==> src/rtl/bidir_shift_tx_pkg.sv <==
// Shared definitions for the bidirectional shift transmitter/receiver pair.
// Direction codes match the receiver's mode input encoding.
package shift_pkg;

  typedef enum logic {
    IDLE  = 1'b0,
    SHIFT = 1'b1
  } state_e;

  localparam logic DIR_LSB_FIRST = 1'b1;
  localparam logic DIR_MSB_FIRST = 1'b0;

endpackage

==> src/rtl/bidir_shift_tx_if.sv <==
// Word-load handshake between a data source and the serial transmitter.
// The source drives the word and direction; the transmitter returns ready.
interface bidir_shift_tx_if #(
  parameter int WIDTH = 4
);

  logic [WIDTH-1:0] din;
  logic             mode;
  logic             load_valid;
  logic             load_ready;

  modport master (
    output din,
    output mode,
    output load_valid,
    input  load_ready
  );

  modport slave (
    input  din,
    input  mode,
    input  load_valid,
    output load_ready
  );

endinterface

==> src/rtl/bidir_shift_tx.sv <==
// Parallel-in serial-out transmitter, one bit per clock, direction chosen at load.
// Every output comes straight from a flop.
module bidir_shift_tx
  import shift_pkg::*;
#(
  parameter int WIDTH = 4
) (
  input  logic             clk,
  input  logic             rst,
  bidir_shift_tx_if.slave  lif,
  output logic             sout,
  output logic             sout_valid,
  output logic             done
);

  localparam int CW = $clog2(WIDTH);
  localparam logic [CW-1:0] LAST = CW'(WIDTH - 1);

  state_e           state_q, state_d;
  logic [WIDTH-1:0] sreg_q, sreg_d;
  logic [CW-1:0]    cnt_q, cnt_d;
  logic             dir_q, dir_d;
  logic             load_ready_q, load_ready_d;
  logic             sout_q, sout_d;
  logic             sout_valid_q, sout_valid_d;
  logic             done_q, done_d;

  function automatic logic tx_bit(
    input logic [WIDTH-1:0] w,
    input logic             d
  );
    return (d == DIR_LSB_FIRST) ? w[0] : w[WIDTH-1];
  endfunction

  function automatic logic [WIDTH-1:0] shift_out(
    input logic [WIDTH-1:0] w,
    input logic             d
  );
    return (d == DIR_LSB_FIRST) ? (w >> 1) : (w << 1);
  endfunction

  // Next-state: sout_q always mirrors the outgoing end of sreg_q
  always_comb begin
    state_d      = state_q;
    sreg_d       = sreg_q;
    cnt_d        = cnt_q;
    dir_d        = dir_q;
    load_ready_d = load_ready_q;
    sout_d       = 1'b0;
    sout_valid_d = 1'b0;
    done_d       = 1'b0;
    unique case (state_q)
      IDLE: begin
        load_ready_d = 1'b1;
        if (lif.load_valid && load_ready_q) begin
          sreg_d       = lif.din;
          dir_d        = lif.mode;
          cnt_d        = '0;
          state_d      = SHIFT;
          load_ready_d = 1'b0;
          sout_d       = tx_bit(lif.din, lif.mode);
          sout_valid_d = 1'b1;
        end
      end
      SHIFT: begin
        sreg_d = shift_out(sreg_q, dir_q);
        if (cnt_q == LAST) begin
          state_d      = IDLE;
          load_ready_d = 1'b1;
          done_d       = 1'b1;
        end else begin
          cnt_d        = cnt_q + 1'b1;
          sout_d       = tx_bit(sreg_d, dir_q);
          sout_valid_d = 1'b1;
        end
      end
      default: begin
        state_d      = IDLE;
        load_ready_d = 1'b1;
      end
    endcase
  end

  // State and output registers, reset wins over any load
  always_ff @(posedge clk) begin
    if (rst) begin
      state_q      <= IDLE;
      sreg_q       <= '0;
      cnt_q        <= '0;
      dir_q        <= DIR_MSB_FIRST;
      load_ready_q <= 1'b1;
      sout_q       <= 1'b0;
      sout_valid_q <= 1'b0;
      done_q       <= 1'b0;
    end else begin
      state_q      <= state_d;
      sreg_q       <= sreg_d;
      cnt_q        <= cnt_d;
      dir_q        <= dir_d;
      load_ready_q <= load_ready_d;
      sout_q       <= sout_d;
      sout_valid_q <= sout_valid_d;
      done_q       <= done_d;
    end
  end

  assign lif.load_ready = load_ready_q;
  assign sout           = sout_q;
  assign sout_valid     = sout_valid_q;
  assign done           = done_q;

endmodule
==> src/flat_wrapper.sv <==
// flat-port wrapper written by rule: the top's interface ports become plain ports
module bidir_shift_tx_flat import shift_pkg::*;
#(
  parameter int WIDTH = 4
)
  (clk, rst, sout, sout_valid, done, lif_din, lif_mode, lif_load_valid, lif_load_ready);
  bidir_shift_tx_if #(.WIDTH(WIDTH)) lif_i ();
  input  logic clk;
  input  logic rst;
  output logic sout;
  output logic sout_valid;
  output logic done;
  input wire logic [$bits(lif_i.din)-1:0] lif_din;
  input wire logic [$bits(lif_i.mode)-1:0] lif_mode;
  input wire logic [$bits(lif_i.load_valid)-1:0] lif_load_valid;
  output wire logic [$bits(lif_i.load_ready)-1:0] lif_load_ready;
  assign lif_i.din = lif_din;
  assign lif_i.mode = lif_mode;
  assign lif_i.load_valid = lif_load_valid;
  assign lif_load_ready = lif_i.load_ready;
  bidir_shift_tx #(.WIDTH(WIDTH)) u_core (.clk(clk), .rst(rst), .lif(lif_i), .sout(sout), .sout_valid(sout_valid), .done(done));
endmodule
==> config.mk <==
export PLATFORM = sky130hd
export DESIGN_NAME = bidir_shift_tx_flat
export DESIGN_NICKNAME = d
export VERILOG_FILES = /design/src/rtl/bidir_shift_tx_pkg.sv /design/src/rtl/bidir_shift_tx_if.sv /design/src/rtl/bidir_shift_tx.sv /design/src/flat_wrapper.sv
export SDC_FILE = /design/constraint.sdc
export NUM_CORES = 1
export LEC_CHECK = 0
export BUFFER_PORTS_ARGS = -buffer_cell sky130_fd_sc_hd__buf_4
export CAP_MARGIN = 20
export CORE_AREA = 2 2 39 41
export DETAILED_ROUTE_END_ITERATION = 10
export DIE_AREA = 0 0 41 43
export PLACE_DENSITY = 0.73
export SLEW_MARGIN = 20
export SYNTH_ARGS = -nofsm -noshare
export SYNTH_HDL_FRONTEND = slang
export SYNTH_SLANG_ARGS = --single-unit
export TNS_END_PERCENT = 100
==> constraint.sdc <==
create_clock -name clk -period 1 [get_ports clk]
set_input_delay 0.25 -clock clk [delete_from_list [all_inputs] [get_ports clk]]
set_output_delay 0.25 -clock clk [all_outputs]
set_load 0.01 [all_outputs]
==> flow_summary.toml, run 1 <==
[setup_path]
required_ns = 0.75
worst-endpoint-arrival_ns = 0.82
r2r_start = "u_core.cnt_q[0]$_SDFFE_PP0P_"
crit_path_start_kind = "flop"
worst-r2r-cell-count = 4
r2r_slack_ns = -0.03
r2r_end = "u_core.cnt_q[0]$_SDFFE_PP0P_"
end_kind = "output port"
critPathKind = "flop to output port"
startpoint = "u_core.state_q$_SDFF_PP0_"
crit_end = "sout_valid"
cp_max_fo = 3

[synth]
syn-instance-count = 53
ys_seq_area_frac = 0.436
synthesis.nets = 63
syn_avg_cell_area_sq_um = 9.54
netlist_area_sq_um = 505
synth-seq-cells = 11
ys.warnings.count = 0
ys_types = 17

[grt]
antenna_found_initial = 0
grt_use_met1 = 0.166
grt_usage = 0.139
top_usage_layer = "met2"
gr-usage-met3 = 0.0471
grt_max_degree = 12
grt_remaining_overflow = 0
grt_pass1_vias = 426
grt_pass1_wl_mm = 1.61
met2_usage = 0.188

[sta]
layout_min_cycle_time_ns = 1.07
finalSetupTns_ns = -0.139
grt_setup_unrepaired = "true"
slew_viol_final = 0
min_period_over_period = 1.07
timing.final.hold_violations = 0
layout_setup_ws_ns = -0.0674
setup_viol = 3
worst_slew_pin_slew_ns = 0.166
whs_ns = 0.222
relSlewSlack = 0.886
timing.fmax_mhz = 937
skew_ns = 0.00169

[final_layout]
area_growth_pct = 44.1
multi_input_area_sq_um = 329
layout_common_cells = "buf_4 (12), dfxtp_1 (6), a211oi_2 (5), mux2i_1 (5)"
n_antenna_cell = 0
seq_area_sq_um = 229
layout_commonest_cell = "buf_4"
nNetsFinal = 80
fin_util = 0.526
fillCellCount = 128
final_layout_size_suffix_gt1_frac = 0.493

[power_and_ir_drop]
p_comb_frac = 0.220
p_switching_w = 0.000294
peakVddDrop_uv = 856
switching_share = 0.278
pwr-share-clk = 0.290
p_int_w = 0.000762
seqPwrFrac = 0.490
cellPowerDensity_nw_per_um2 = 1450
power_leakage_nw = 0.300

[floorplanning]
fp.dieW_microns = 41
rows = 14
core_region_area_sq_um = 1380
initial_core_util = 0.365
dieArea_sq_um = 1760
die_h_microns = 43
top_level_ports = 12

[clocking]
htreeDepth = 1
cts_hold_buf = 0
cts.sinks = 11
clock_path_buffers = 2
cts_buffers = 3
clockRootBuffer = "clkbuf_4"
cts_tree = "built"
insertion_delay_ns = 0.27
path_clk_slew_ns = 0.07

[route]
wl_per_cell_microns = 12.2
dr_total_vias = 450
ant_nets = 0
drt_iter0_markers = 3
drc = 0
avgViaCountPerCell = 5.29
routed_wirelength_mm = 1.04
drt_pre_antenna_iters = 2

[placement]
gp_congestion = 0.687
dp_hpwl_microns = 724
io_buffers = 11
dp_worst_setup_slack_ns = -0.0409

[outcome]
violations = "negative setup slack"
status = "finished, violations left"

[worst_hold_path]
hp-class = "input pin to flop"

[flow_run]
drv_cap = 0
-- layer usage --
layer | routed length (microns) | vias up | part of all wire
li1 | - | 226 | -
met1 | 463 | 208 | 0.45
met2 | 480 | 11 | 0.46
met3 | 57 | 5 | 0.055
met4 | 35 | 0 | 0.034
met5 | 0 | - | 0
-- sequential cells by signal, summed over array words and instances, names as in the netlist --
| signal | flops |
|---|---|
| u_core.sreg_q | 4 |
| u_core.cnt_q | 2 |
| u_core.dir_q | 1 |
| u_core.done | 1 |
| u_core.lif.load_ready | 1 |
| u_core.sout | 1 |
| u_core.state_q | 1 |
-- worst min-delay path by stage --
stage	depth (start not counted)	end	startpoint	slack [ns]
2_1_floorplan	1	u_core.lif.load_ready$_SDFFE_PP1P_	rst	0.35
3_3_place_gp	2	u_core.cnt_q[1]$_SDFFE_PP0P_	u_core.cnt_q[1]$_SDFFE_PP0P_	0.48
3_5_place_dp	2	u_core.cnt_q[1]$_SDFFE_PP0P_	u_core.cnt_q[1]$_SDFFE_PP0P_	0.50
4_1_cts	2	u_core.state_q$_SDFF_PP0_	rst	0.22
5_1_grt	2	u_core.cnt_q[1]$_SDFFE_PP0P_	rst	0.23
6_report	2	u_core.cnt_q[1]$_SDFFE_PP0P_	rst	0.22
-- synth_stat cells, drive strengths merged --
cell type / instances / share of area
dfxtp: 11 / 0.44
or2: 1 / 0.012
nand3: 2 / 0.020
mux2i: 5 / 0.099
nand2: 3 / 0.022
and3: 4 / 0.049
a21oi: 3 / 0.030
a211oi: 8 / 0.12
o21ai: 1 / 0.0099
buf: 2 / 0.020
ha: 2 / 0.049
nand3b: 2 / 0.037
nor2: 3 / 0.022
o22a: 1 / 0.017
clkbuf: 1 / 0.0074
nand2b: 4 / 0.049
-- logic make-up (layout without fill, tap and decap cells) --
| group | Yosys count | after routing | synth area share |
|---|---|---|---|
| muxes | 5 | 5 | 0.0990 |
| buffers and inverters | 3 | 19 | 0.0272 |
| adders and majority gates | 2 | 2 | 0.0495 |
| DFF | 11 | 11 | 0.436 |
| and+or+nand+nor | 19 | 19 | 0.213 |
| AOI/OAI and AO/OA | 13 | 13 | 0.176 |
-- stage by stage --
step	power (W)	instance area, sq um	std cells
floorplan	0.000631	519	53
global placement	0.000705	631	80
detailed placement	0.000708	631	80
CTS	0.00102	681	85
global route	0.00110	728	85
finish	0.00106	728	85
-- power groups by stage --
stage	registers [W]	clock network, W	logic [W]
floorplan	0.000516	0	0.000115
global placement	0.000519	0	0.000186
detailed placement	0.000521	0	0.000187
CTS	0.000512	0.000306	0.000202
global route	0.000521	0.000325	0.000255
finish	0.000517	0.000306	0.000233
-- timing repair --
action,in CTS,in global routing
gates resized for setup,7,9
setup buffers,1,0
setup endpoints to repair,5,10
pin swaps,1,1
-- area by class of cell --
| cell class | count | area share |
|---|---|---|
| multi-input combinational | 39 | 0.452 |
| sequential | 11 | 0.314 |
| clock buffer | 4 | 0.0361 |
| timing repair buffer | 15 | 0.170 |
| tap | 16 | 0.0275 |
-- worst max-delay path, cell delays in order, from the launching register on --
cell and delay (ns):
dfxtp_2 0.33, buf_6 0.11, buf_6 0.11
No activity file was read; power rests on OpenSTA's default activity.
==> inputs of run 2 (changes only) <==
==> constraint.sdc (replaced) <==
create_clock -name clk -period 1 [get_ports clk]
set_input_delay 0.2 -clock clk [delete_from_list [all_inputs] [get_ports clk]]
set_output_delay 0.2 -clock clk [all_outputs]
set_load 0.01 [all_outputs]
==> run 2 against run 1 <==
The run still ends with negative setup slack left. First-iteration DRC count increased by 67%. Cell area up 0.52%. Clock power hardly changed. Hold slack got worse by 0.058 ns. Final cell count unchanged. Global-route usage is 0.50 points higher. Worst setup slack better by 0.049 ns. Maximum frequency rose by 4.8%. Count of clock-buffer cells in the layout did not move. Utilization rose by 0.27 points. Via count is the same. Critical path type is now flop to flop.
==> flow_summary.toml, run 2 (same netlist as run 1, synthesis figures left out) <==
[floorplanning]
top_level_ports = 12
rows = 14
initial_core_util = 0.365
die_h_microns = 43
dieArea_sq_um = 1760
core_region_area_sq_um = 1380
fp.dieW_microns = 41

[power_and_ir_drop]
cellPowerDensity_nw_per_um2 = 1440
peakVddDrop_uv = 854
power_leakage_nw = 0.299

[grt]
grt_max_degree = 12
grt_usage = 0.144
grt_remaining_overflow = 0
grt_pass1_vias = 437
antenna_found_initial = 0
grt_pass1_wl_mm = 1.67

[setup_path]
worst-r2r-cell-count = 4
end_kind = "flop"
critPathKind = "flop to flop"
r2r_start = "u_core.cnt_q[0]$_SDFFE_PP0P_"
cp_cell_sequence = "ha_4, nand2b_4, or2_0, a21oi_1"
required_ns = 1.20
cpMaxStageDelayCell = "dfxtp_2"
path_depth = 4
r2r_end = "u_core.cnt_q[0]$_SDFFE_PP0P_"
cp_max_fo = 4
max_stage_delay_ns = 0.34
crit_end = "u_core.cnt_q[0]$_SDFFE_PP0P_"
critPathBufInv = 0
worst-endpoint-arrival_ns = 1.22
cp_top_family = "flip-flops"
crit_path_start_kind = "flop"
startpoint = "u_core.cnt_q[0]$_SDFFE_PP0P_"
r2r_slack_ns = -0.02

[final_layout]
final_layout_size_suffix_gt1_frac = 0.449
nNetsFinal = 80
fin_cells = 85
fillCellCount = 127
top_regs = "u_core.sreg_q: 4 flops, u_core.cnt_q: 2 flops"
layout_common_cells = "buf_4 (12), dfxtp_1 (6), a211oi_1 (5), mux2i_1 (5), and3_1 (4)"
area_growth_pct = 44.8
fin_util = 0.529
largest_reg_flops = 4
top_register = "u_core.sreg_q"
layout_commonest_cell = "buf_4"
n_antenna_cell = 0

[sta]
min_period_over_period = 1.02
timing.final.hold_violations = 0
layout_setup_ws_ns = -0.0188
slew_viol_final = 0
worst_slew_pin_slew_ns = 0.202
grt_setup_unrepaired = "true"
setup_viol = 1
layout_min_cycle_time_ns = 1.02
skew_ns = 0.00153
timing.fmax_mhz = 982
relSlewSlack = 0.865

[worst_hold_path]
worstHoldStart = "rst"
hp-class = "input pin to flop"

[outcome]
violations = "negative setup slack"
status = "finished, violations left"

[route]
drt_iter0_markers = 5
drc = 0
ant_nets = 0
routed_wirelength_mm = 1.04
avgViaCountPerCell = 5.29
drt_pre_antenna_iters = 2
dr_total_vias = 450
wl_per_cell_microns = 12.2

[clocking]
htreeDepth = 1
insertion_delay_ns = 0.27
cts.sinks = 11
cts_buffers = 3
cts_hold_buf = 0
clockRootBuffer = "clkbuf_4"
clock_path_buffers = 2
path_clk_slew_ns = 0.07
cts_tree = "built"

[placement]
dp_hpwl_microns = 724
io_buffers = 11
gp_congestion = 0.687
placed_cells = 80

[flow_run]
drv_cap = 0
run 2: cell counts in the layout (fill, tap and decap cells not counted):
Identical to the previous run, type by type.
run 2: where the power goes:
| group | leakage, nW | total (W) | switching (W) | internal (W) |
|---|---|---|---|---|
| clock network | 0.0150 | 0.000305 | 0.000150 | 0.000155 |
| logic | 0.192 | 0.000226 | 0.0000930 | 0.000133 |
| registers | 0.0924 | 0.000523 | 0.0000467 | 0.000476 |
| total | 0.299 | 0.00105 | 0.000290 | 0.000764 |
run 2: layout make-up:
cell class	instances	area, sq um	share of cell area
multi-input combinational	39	322	0.439
sequential	11	231	0.316
timing repair buffer	15	133	0.181
clock buffer	4	26.3	0.0359
tap	16	20.0	0.0274
run 2: what timing repair did:
action                     CTS  global route
gates cloned                 0             0
resized for setup            5            10
setup endpoints to repair    5            11
pin swaps                    1             0
buffers inserted             2             0
run 2: routing by layer:
metal,share of wire,GRT usage,vias up
li1,-,-,228
met1,0.46,0.172,206
met2,0.45,0.197,11
met3,0.056,0.0471,5
met4,0.034,0.120,0
met5,0,0,-
run 2: how the worst min path moves through the flow:
stage	end	slack [ns]	cells past startpoint
final	u_core.state_q$_SDFF_PP0_	0.16	2
after detailed placement	u_core.state_q$_SDFF_PP0_	0.45	2
after global routing	u_core.state_q$_SDFF_PP0_	0.16	2
after global placement	u_core.dir_q$_SDFFE_PP0P_	0.45	3
after floorplan	u_core.lif.load_ready$_SDFFE_PP1P_	0.30	1
after CTS	u_core.state_q$_SDFF_PP0_	0.17	2
run 2: stage by stage:
step | setup TNS, ns | power [W] | worst slack, ns | area, sq um | hold WS, ns
6_report | -0.0188 | 0.00105 | -0.0188 | 732 | 0.163
5_1_grt | -0.173 | 0.00110 | -0.0741 | 732 | 0.165
3_3_place_gp | -0.0189 | 0.000705 | -0.0189 | 631 | 0.448
3_5_place_dp | -0.0439 | 0.000708 | -0.0409 | 631 | 0.454
4_1_cts | -0.0780 | 0.00103 | -0.0379 | 697 | 0.168
2_1_floorplan | 0 | 0.000631 | 0.00308 | 519 | 0.301
==> inputs of run 3 (changes only) <==
Settings changed: MAX_ROUTING_LAYER set to met4.
==> run 3 against run 2 <==
Largest cell class unchanged. Cell area unchanged. Worst setup slack about the same. Highest routed layer unchanged. Clock power about the same. Power about the same. Non-clock buffer count unchanged. Utilization unchanged. Global-route usage up 0.36 points. Register-to-register slack about the same. The run still ends with negative setup slack left. Via count unchanged. Combinational power about the same. First-iteration DRC count unchanged.
==> flow_summary.toml, run 3 (same netlist as run 1, synthesis figures left out) <==
[setup_path]
r2r_end = "u_core.cnt_q[0]$_SDFFE_PP0P_"
path_depth = 4
r2r_slack_ns = -0.02
critPathBufInv = 0
crit_end = "u_core.cnt_q[0]$_SDFFE_PP0P_"
cpMaxStageDelayCell = "dfxtp_2"
cp_max_fo = 4
cp_cell_sequence = "ha_4, nand2b_4, or2_0, a21oi_1"
crit_path_start_kind = "flop"
end_kind = "flop"
cp_top_family = "flip-flops"
r2r_start = "u_core.cnt_q[0]$_SDFFE_PP0P_"
required_ns = 1.20
startpoint = "u_core.cnt_q[0]$_SDFFE_PP0P_"
worst-r2r-cell-count = 4
max_stage_delay_ns = 0.34
worst-endpoint-arrival_ns = 1.22
critPathKind = "flop to flop"

[floorplanning]
core_region_area_sq_um = 1380
fp.dieW_microns = 41
initial_core_util = 0.365
top_level_ports = 12
dieArea_sq_um = 1760
die_h_microns = 43
rows = 14

[grt]
grt_max_degree = 12
grt_remaining_overflow = 0
grt_pass1_vias = 438
antenna_found_initial = 0
grt_pass1_wl_mm = 1.66
grt_usage = 0.148

[final_layout]
layout_common_cells = "buf_4 (12), dfxtp_1 (6), a211oi_1 (5), mux2i_1 (5), and3_1 (4)"
layout_commonest_cell = "buf_4"
top_register = "u_core.sreg_q"
area_growth_pct = 44.8
largest_reg_flops = 4
final_layout_size_suffix_gt1_frac = 0.449
n_antenna_cell = 0
fin_cells = 85
nNetsFinal = 80
top_regs = "u_core.sreg_q: 4 flops, u_core.cnt_q: 2 flops"

[clocking]
insertion_delay_ns = 0.27
cts_hold_buf = 0
cts.sinks = 11
clockRootBuffer = "clkbuf_4"
htreeDepth = 1
clock_path_buffers = 2
cts_buffers = 3
path_clk_slew_ns = 0.07
cts_tree = "built"

[sta]
slew_viol_final = 0
setup_viol = 1
finalSetupTns_ns = -0.0188
grt_setup_unrepaired = "true"
layout_min_cycle_time_ns = 1.02
layout_setup_ws_ns = -0.0188
timing.fmax_mhz = 982
min_period_over_period = 1.02
worst_slew_pin_slew_ns = 0.202
timing.final.hold_violations = 0
skew_ns = 0.00153
relSlewSlack = 0.865

[worst_hold_path]
hp-class = "input pin to flop"

[route]
drc = 0
drt_pre_antenna_iters = 2
dr_total_vias = 450
avgViaCountPerCell = 5.29
routed_wirelength_mm = 1.04
drt_iter0_markers = 5
ant_nets = 0
wl_per_cell_microns = 12.2

[power_and_ir_drop]
power_leakage_nw = 0.299
peakVddDrop_uv = 854
cellPowerDensity_nw_per_um2 = 1440

[placement]
io_buffers = 11
gp_congestion = 0.694
placed_cells = 80
dp_worst_setup_slack_ns = -0.0409
dp_hpwl_microns = 724

[flow_run]
drv_cap = 0

[outcome]
status = "finished, violations left"
violations = "negative setup slack"
-- run 3: cell counts in the layout (fill, tap and decap cells not counted) --
No cell type changed its count.
-- run 3: worst reg2reg max path: stages, from the launching register on --
cell	delay, ns
dfxtp_2	0.34
ha_4	0.16
nand2b_4	0.14
or2_0	0.20
a21oi_1	0.11
-- run 3: metal layers --
metal	wire length, microns	global-route usage	up-vias	part of all wire
met5	0	-	-	0
met4	35	0.120	0	0.034
met3	58	0.0471	5	0.056
met2	466	0.197	11	0.45
met1	474	0.172	206	0.46
li1	-	-	228	-
-- run 3: stage by stage --
step                      area (sq um)  power, W  hold WS, ns  utilization
final                              732   0.00105        0.163        0.529
after global routing               732   0.00110        0.165        0.529
after CTS                          697   0.00103        0.168        0.504
after detailed placement           631  0.000708        0.454        0.456
after global placement             631  0.000705        0.448        0.456
after floorplan                    519  0.000631        0.301            -
-- run 3: repair_timing --
action / in CTS / in global routing
endpoints found under the setup margin: 5 / 11
setup buffers: 2 / 0
gates resized for setup: 5 / 10
pin swaps: 1 / 0
-- run 3: final cells by class --
class	count	area (sq um)
well taps	16	20.0
multi-input cells	39	322
fillers	127	652
flip-flops and latches	11	231
repair buffers	15	133
clock buffers	4	26.3
-- run 3: where the power goes --
part,internal [W],switching [W],total (W)
registers,0.000476,0.0000467,0.000523
clock network,0.000155,0.000150,0.000305
logic,0.000133,0.0000930,0.000226
total,0.000764,0.000290,0.00105
-- run 3: how the worst min path moves through the flow --
stage / slack, ns / startpoint / to / cells past startpoint
after global placement: 0.45 / lif_mode / u_core.dir_q$_SDFFE_PP0P_ / 3
after detailed placement: 0.45 / rst / u_core.state_q$_SDFF_PP0_ / 2
after CTS: 0.17 / rst / u_core.state_q$_SDFF_PP0_ / 2
after floorplan: 0.30 / rst / u_core.lif.load_ready$_SDFFE_PP1P_ / 1
after global routing: 0.16 / rst / u_core.state_q$_SDFF_PP0_ / 2
final: 0.16 / rst / u_core.state_q$_SDFF_PP0_ / 2
